--- config.mk ---
export PLATFORM = sky130hd
export DESIGN_NAME = pe_stream_loader_flat
export DESIGN_NICKNAME = d
export VERILOG_FILES = /design/src/rtl/pe_stream_loader_if.sv /design/src/rtl/pe_stream_loader.sv /design/src/flat_wrapper.sv
export SDC_FILE = /design/constraint.sdc
export NUM_CORES = 2
export LEC_CHECK = 0
export BUFFER_PORTS_ARGS = -buffer_cell sky130_fd_sc_hd__buf_2
export CAP_MARGIN = 20
export CELL_PAD_IN_SITES_DETAIL_PLACEMENT = 1
export CELL_PAD_IN_SITES_GLOBAL_PLACEMENT = 1
export CORE_MARGIN = 1
export CORE_UTILIZATION = 55
export CTS_CLUSTER_SIZE = 40
export DETAILED_ROUTE_END_ITERATION = 7
export PLACE_DENSITY_LB_ADDON = 0.1
export RECOVER_POWER = 50
export SLEW_MARGIN = 10
export SYNTH_ARGS = -nofsm -noshare
export SYNTH_HDL_FRONTEND = slang
export SYNTH_SLANG_ARGS = --single-unit
--- constraint.sdc ---
create_clock -name aclk -period 9.65 [get_ports aclk]
set_clock_uncertainty 0.05 [all_clocks]
set_input_delay 1.4475 -clock aclk [delete_from_list [all_inputs] [get_ports aclk]]
set_output_delay 1.4475 -clock aclk [all_outputs]
set_load 0.01 [all_outputs]
--- src/rtl/pe_stream_loader_if.sv ---
`default_nettype none
// ============================================================================
//  Module   : pe_stream_loader_if
//  Purpose  : AXI-Stream style bundle (tdata/tvalid/tready/tlast) used for
//             both the operand input and the result output of
//             pe_stream_loader.
//  Ports    : master modport drives tdata/tvalid/tlast and observes tready;
//             slave modport observes tdata/tvalid/tlast and drives tready.
//  Revision : 1.0  initial release
// ============================================================================
interface pe_stream_loader_if #(
    parameter int DATA_W = 32
);
    logic [DATA_W-1:0] tdata;
    logic              tvalid;
    logic              tready;
    logic              tlast;

    modport master (output tdata, output tvalid, output tlast, input tready);
    modport slave  (input tdata, input tvalid, input tlast, output tready);
endinterface
`default_nettype wire

--- src/rtl/pe_stream_loader.sv ---
`default_nettype none
// ============================================================================
//  Module   : pe_stream_loader
//  Purpose  : Front-end for the PE controller. Collects a 2*VECTOR_SIZE word
//             operand frame from an AXI-Stream slave into local RAM, pulses
//             pe_start, serves the RAM through a registered read port, waits
//             (with watchdog) for pe_done and returns the 32-bit result as a
//             single-beat packet on an AXI-Stream master.
//  Ports    : aclk / aresetn     clock, asynchronous active-low reset
//             s_axis (slave)     operand words, tlast expected on final beat
//             m_axis (master)    result word, tlast always high with tvalid
//             pe_start           one-cycle start pulse
//             pe_done            completion pulse (honoured only while waiting)
//             pe_rdaddr/rddata   RAM read port, one-cycle latency, read-first
//             pe_wrdata          result value, valid with pe_done
//             err_len            sticky: tlast misplaced or missing
//             err_timeout        sticky: pe_done not seen within TIMEOUT cycles
//  Revision : 1.0  initial release
// ============================================================================
module pe_stream_loader #(
    parameter int VECTOR_SIZE = 16,
    parameter int L_RAM_SIZE  = 6,
    parameter int TIMEOUT     = 1024
) (
    input  logic                   aclk,
    input  logic                   aresetn,
    pe_stream_loader_if.slave      s_axis,
    pe_stream_loader_if.master     m_axis,
    output logic                   pe_start,
    input  logic                   pe_done,
    input  logic [L_RAM_SIZE:0]    pe_rdaddr,
    output logic [31:0]            pe_rddata,
    input  logic [31:0]            pe_wrdata,
    output logic                   err_len,
    output logic                   err_timeout
);

    localparam int          c_ADDR_W    = L_RAM_SIZE + 1;
    localparam int          c_DEPTH     = 1 << c_ADDR_W;
    localparam int          c_FRAME_LEN = 2 * VECTOR_SIZE;
    localparam int          c_WD_W      = (TIMEOUT > 2) ? $clog2(TIMEOUT) : 1;
    localparam logic [c_ADDR_W-1:0] c_LAST_BEAT = c_ADDR_W'(c_FRAME_LEN - 1);
    localparam logic [c_WD_W-1:0]   c_WD_MAX    = c_WD_W'(TIMEOUT - 1);
    localparam logic [31:0] c_QNAN      = 32'h7FC0_0000;

    generate
        if (c_FRAME_LEN > c_DEPTH) begin : g_size_check
            $error("pe_stream_loader: frame does not fit in local RAM");
        end
    endgenerate

    typedef enum logic [1:0] {
        S_FILL  = 2'd0,
        S_START = 2'd1,
        S_WAIT  = 2'd2,
        S_OUT   = 2'd3
    } state_t;

    state_t              r_state;
    state_t              w_state_nxt;
    logic                r_s_tready;
    logic [c_ADDR_W-1:0] r_beat_cnt;
    logic [c_WD_W-1:0]   r_wd;
    logic [31:0]         r_result;
    logic                r_err_len;
    logic                r_err_timeout;
    logic [31:0]         r_rddata;
    logic [31:0]         r_mem [c_DEPTH];

    logic                w_accept;
    logic                w_last_beat;
    logic                w_timeout_hit;

    // tready is registered so it stays low throughout reset and only rises on
    // the first edge after release; it is therefore also the fill qualifier.
    assign w_accept      = s_axis.tvalid && r_s_tready;
    assign w_last_beat   = (r_beat_cnt == c_LAST_BEAT);
    assign w_timeout_hit = (r_wd == c_WD_MAX);

    // ------------------------------------------------------------------
    // Next-state logic
    // ------------------------------------------------------------------
    always_comb begin
        w_state_nxt = r_state;
        case (r_state)
            S_FILL:  if (w_accept && w_last_beat)          w_state_nxt = S_START;
            S_START:                                       w_state_nxt = S_WAIT;
            S_WAIT:  if (pe_done || w_timeout_hit)         w_state_nxt = S_OUT;
            S_OUT:   if (m_axis.tready)                    w_state_nxt = S_FILL;
            default:                                       w_state_nxt = S_FILL;
        endcase
    end

    // ------------------------------------------------------------------
    // State, counters, result and sticky error flags
    // ------------------------------------------------------------------
    always_ff @(posedge aclk or negedge aresetn) begin
        if (!aresetn) begin
            r_state       <= S_FILL;
            r_s_tready    <= 1'b0;
            r_beat_cnt    <= '0;
            r_wd          <= '0;
            r_result      <= '0;
            r_err_len     <= 1'b0;
            r_err_timeout <= 1'b0;
            r_rddata      <= '0;
        end else begin
            r_state    <= w_state_nxt;
            r_s_tready <= (w_state_nxt == S_FILL);

            // Frame length comes from the beat counter only; tlast is merely
            // audited against it.
            if (w_accept) begin
                r_beat_cnt <= w_last_beat ? '0 : r_beat_cnt + 1'b1;
                if (s_axis.tlast != w_last_beat) begin
                    r_err_len <= 1'b1;
                end
            end

            if (r_state == S_WAIT && w_state_nxt == S_WAIT) begin
                r_wd <= r_wd + 1'b1;
            end else begin
                r_wd <= '0;
            end

            // pe_done takes priority over a coincident watchdog expiry.
            if (r_state == S_WAIT) begin
                if (pe_done) begin
                    r_result <= pe_wrdata;
                end else if (w_timeout_hit) begin
                    r_result      <= c_QNAN;
                    r_err_timeout <= 1'b1;
                end
            end

            // Non-blocking read of the array gives read-first behaviour.
            r_rddata <= r_mem[pe_rdaddr];
        end
    end

    // RAM array has no reset so it maps onto block RAM.
    always_ff @(posedge aclk) begin
        if (w_accept) begin
            r_mem[r_beat_cnt] <= s_axis.tdata;
        end
    end

    // ------------------------------------------------------------------
    // Outputs
    // ------------------------------------------------------------------
    assign s_axis.tready = r_s_tready;
    assign m_axis.tvalid = (r_state == S_OUT);
    assign m_axis.tlast  = (r_state == S_OUT);
    assign m_axis.tdata  = r_result;
    assign pe_start      = (r_state == S_START);
    assign pe_rddata     = r_rddata;
    assign err_len       = r_err_len;
    assign err_timeout   = r_err_timeout;

endmodule
`default_nettype wire

--- src/flat_wrapper.sv ---
// flat-port wrapper written by rule: the top's interface ports become plain ports
module pe_stream_loader_flat 
#(
    parameter int VECTOR_SIZE = 16,
    parameter int L_RAM_SIZE  = 6,
    parameter int TIMEOUT     = 1024
)
  (aclk, aresetn, pe_start, pe_done, pe_rdaddr, pe_rddata, pe_wrdata, err_len, err_timeout, s_axis_tdata, s_axis_tvalid, s_axis_tlast, s_axis_tready, m_axis_tdata, m_axis_tvalid, m_axis_tlast, m_axis_tready);
  pe_stream_loader_if #(.DATA_W(32)) s_axis_i ();
  pe_stream_loader_if #(.DATA_W(32)) m_axis_i ();
  input  logic aclk;
  input  logic aresetn;
  output logic pe_start;
  input  logic pe_done;
  input  logic [L_RAM_SIZE:0] pe_rdaddr;
  output logic [31:0] pe_rddata;
  input  logic [31:0] pe_wrdata;
  output logic err_len;
  output logic err_timeout;
  input wire logic [$bits(s_axis_i.tdata)-1:0] s_axis_tdata;
  input wire logic [$bits(s_axis_i.tvalid)-1:0] s_axis_tvalid;
  input wire logic [$bits(s_axis_i.tlast)-1:0] s_axis_tlast;
  output wire logic [$bits(s_axis_i.tready)-1:0] s_axis_tready;
  output wire logic [$bits(m_axis_i.tdata)-1:0] m_axis_tdata;
  output wire logic [$bits(m_axis_i.tvalid)-1:0] m_axis_tvalid;
  output wire logic [$bits(m_axis_i.tlast)-1:0] m_axis_tlast;
  input wire logic [$bits(m_axis_i.tready)-1:0] m_axis_tready;
  assign s_axis_i.tdata = s_axis_tdata;
  assign s_axis_i.tvalid = s_axis_tvalid;
  assign s_axis_i.tlast = s_axis_tlast;
  assign s_axis_tready = s_axis_i.tready;
  assign m_axis_tdata = m_axis_i.tdata;
  assign m_axis_tvalid = m_axis_i.tvalid;
  assign m_axis_tlast = m_axis_i.tlast;
  assign m_axis_i.tready = m_axis_tready;
  pe_stream_loader #(.VECTOR_SIZE(VECTOR_SIZE), .L_RAM_SIZE(L_RAM_SIZE), .TIMEOUT(TIMEOUT)) u_core (.aclk(aclk), .aresetn(aresetn), .s_axis(s_axis_i), .m_axis(m_axis_i), .pe_start(pe_start), .pe_done(pe_done), .pe_rdaddr(pe_rdaddr), .pe_rddata(pe_rddata), .pe_wrdata(pe_wrdata), .err_len(err_len), .err_timeout(err_timeout));
endmodule
==> results.yml <==
layout:
  syn_to_final_growth_pct: 13.0
  fillCellCount: 22026
  layout.cells.most_common: "edfxtp_1"
  postLayoutCoreUtil_pct: 62.6
  layout.nets: 6695
  drive_gt1_share_pct: 34.5
  final_cell_mix: "edfxtp_1, mux4_2, clkbuf_16"
synthesis:
  async_reset_ff_share_pct: 2.06
  avgSynthCellArea_um2: 25.7
  netlist_area_um2: 159000
  synth_cell_types: 35
  synth_cells: 6164
  synth_seq_cells: 4182
  synth-edff-count: 4096
  synth_flop_cell: "edfxtp_1"
  syn_nets: 6243
  yosys_warnings: 0
  yosysSeqAreaShare_pct: 78.9
worst_setup_path:
  path_buf_inv: 2
  crit_path_cell_trace: "clkbuf_1 > clkbuf_1"
  worst_ep_arrival_time_ps: 6660
  critical_path.max_stage_delay_ps: 3070
  cp-end-kind: "async pin"
  critPathTopFamily: "buffers and inverters"
  worstPathRequired_ps: 9670
  slowest_stage: "clkbuf_1"
  r2r_slack_ps: 5280
  crit_path_max_fanout: 47
  start_kind: "input pin"
  r2r_end: "u_core.r_mem[52][29]$_DFFE_PP_"
  crit_path_frequent_cell: "clkbuf_1"
  path_class: "input pin to async pin"
  ff2ff_path_depth: 5
  r2r-start: "u_core.r_beat_cnt[0]$_DFFE_PN0P_"
timing:
  setup_viol: 0
  setup_slack_ps: 3010
  final-max-slew-violation-count: 4269
  worst_pin_slew_ps: 4790
  fmax_ghz: 0.151
  whs_ps: 435
  rsz0062_at_grt: "no"
  fin_crit_sh_pct: 68.8
  relSlewSlack_pct: -219
  tns_ps: 0
  final-hold-violation-count: 0
  finalCriticalPeriod_ps: 6640
routing:
  firstDrtPassIters: 5
  vias_per_cell: 6.87
  routedWlPerCell_um: 40.5
  drc: 0
  drt-total-wl_um: 435000
  vias: 73925
  first_iter_violations: 10921
  ant_nets: 0
clock_network:
  clk_latency_ps: 990
  cts_num_sinks: 4182
  cts.path.max_buffers: 4
  cts.clk_slew.worst_paths_ps: 60
  cts.hold.buffers_added: 0
  htreeDepth: 5
  cts_tree: "yes"
  cts_root_buffer: "clkbuf_16"
  cts_setup_buffers: 0
  cts_resized: 0
  cts_buffers: 415
place:
  gp_congestion: 0.785
  dp_hpwl_um: 229000
  port_buffers: 146
  dp_slack_ps: 3950
worst_hold_path:
  hold_path_end: "u_core.err_timeout$_DFFE_PN0P_"
  hp-class: "flop to flop"
  min_from: "u_core.err_timeout$_DFFE_PN0P_"
  holdPathStages: 2
floorplanning:
  start_util_pct: 55.5
  die_area_um2: 290000
  die_h_um: 539
  core_area_um2: 286000
  num_rows: 196
  die-width_um: 539
  io_pins: 147
pwr:
  pwr-share-comb_pct: 6.2
  p_sw_uw: 8620
  clkPwrFrac_pct: 41.7
  switching_share_pct: 22.0
  internal_power_uw: 30500
  cellPowerDensity_nw_per_um2: 218
  seqPwrFrac_pct: 52.1
  ir_drop_mv: 0.215
  leakage_uw: 0.0552
flow_run:
  drv_cap: 68
grt:
  grt_pass1_vias: 74933
  grt_max_degree: 130
  track_usage_pct: 30.2
  antenna_found_initial: 51
  grt_first_pass_wirelength_um: 600000
  grt-ovfl-total: 0
run_status:
  failed_checks: "max-capacitance violations, max-slew violations"
  outcome: "finished with violations"
## layout make-up
class	count	area [um2]	area share, %
well taps	3762	4710	2.63
inverters	2	7.51	0.00419
multi-input cells	1653	33000	18.4
clock buffers	505	10900	6.06
flip-flops and latches	4182	125000	69.9
diodes	25	62.6	0.0349
clock inverters	262	2840	1.59
repair buffers	362	2500	1.40
## metal layers
metal	global-route usage, %	wire length, um	share of wire [%]	vias to the layer above
li1	-	-	-	27938
met1	45.0	174000	40	41037
met2	46.8	206000	47	4354
met3	5.96	44700	10	566
met4	7.31	10600	2.4	30
met5	0	207	0.048	-
## how the worst max path moves through the flow
stage,start,end,cells past startpoint
floorplan,s_axis_tvalid,u_core.r_mem[31][0]$_DFFE_PP_,5
CTS,pe_rdaddr[0],u_core.pe_rddata[18]$_DFF_PN0_,7
detailed placement,pe_rdaddr[0],u_core.pe_rddata[18]$_DFF_PN0_,7
global route,aresetn,u_core.pe_rddata[16]$_DFF_PN0_,2
finish,aresetn,u_core.pe_rddata[16]$_DFF_PN0_,2
global placement,pe_rdaddr[0],u_core.pe_rddata[18]$_DFF_PN0_,7
## cell usage after synthesis (3+ instances only)
library cell  count  area share (%)
dfrtp_1          86             1.4
mux4_2         1344              19
xnor2_1           7           0.039
a22o_1           23            0.13
clkbuf_1        182            0.43
nand3b_1          3           0.014
and2_1            4           0.016
nor2b_1           6           0.024
buf_4             7           0.033
or2_2             7           0.028
edfxtp_1       4096              78
buf_2            68            0.21
nand4_1           4           0.016
xor2_1            7           0.039
o22a_1            9           0.050
nand3_1          13           0.041
nor3_1            3          0.0095
nor2_1          147            0.35
mux2_2           32            0.23
nand2_1          26           0.062
buf_1            68            0.16
## power groups by stage
stage               clock network, uW  logic, uW  registers [uW]
floorplan                           0       1200           20600
global placement                    0       2390           20700
detailed placement                  0       2430           20700
CTS                             16500       2440           20300
global route                    17100       2520           20400
finish                          16300       2420           20400
## metrics by stage
stage / cells / power, uW / cell area, um2
3_3_place_gp: 9960 / 23100 / 166000
5_1_grt: 10732 / 40000 / 179000
6_report: 10753 / 39100 / 179000
3_5_place_dp: 9960 / 23100 / 166000
4_1_cts: 10727 / 39300 / 179000
2_1_floorplan: 6164 / 21800 / 159000
## kinds of logic (layout without fill, tap and decap cells)
family	after synthesis	after routing	share of synthesized area [%]
flops	4182	4182	78.9
mux	1376	1376	19.3
buf+inv	329	1131	0.859
simple gates	220	220	0.588
compound gates	41	41	0.216
xor+xnor	14	14	0.0773
fa+ha+maj	2	2	0.0158
other cells	0	25	0
## state kept, by name (all words and copies together) (netlist names), 2 cells and up
register	flops
u_core.r_state	2
u_core.r_wd	10
u_core.r_mem	4096
u_core.pe_rddata	32
u_core.r_beat_cnt	7
u_core.m_axis.tdata	32
No activity file was read; power rests on OpenSTA's default activity.
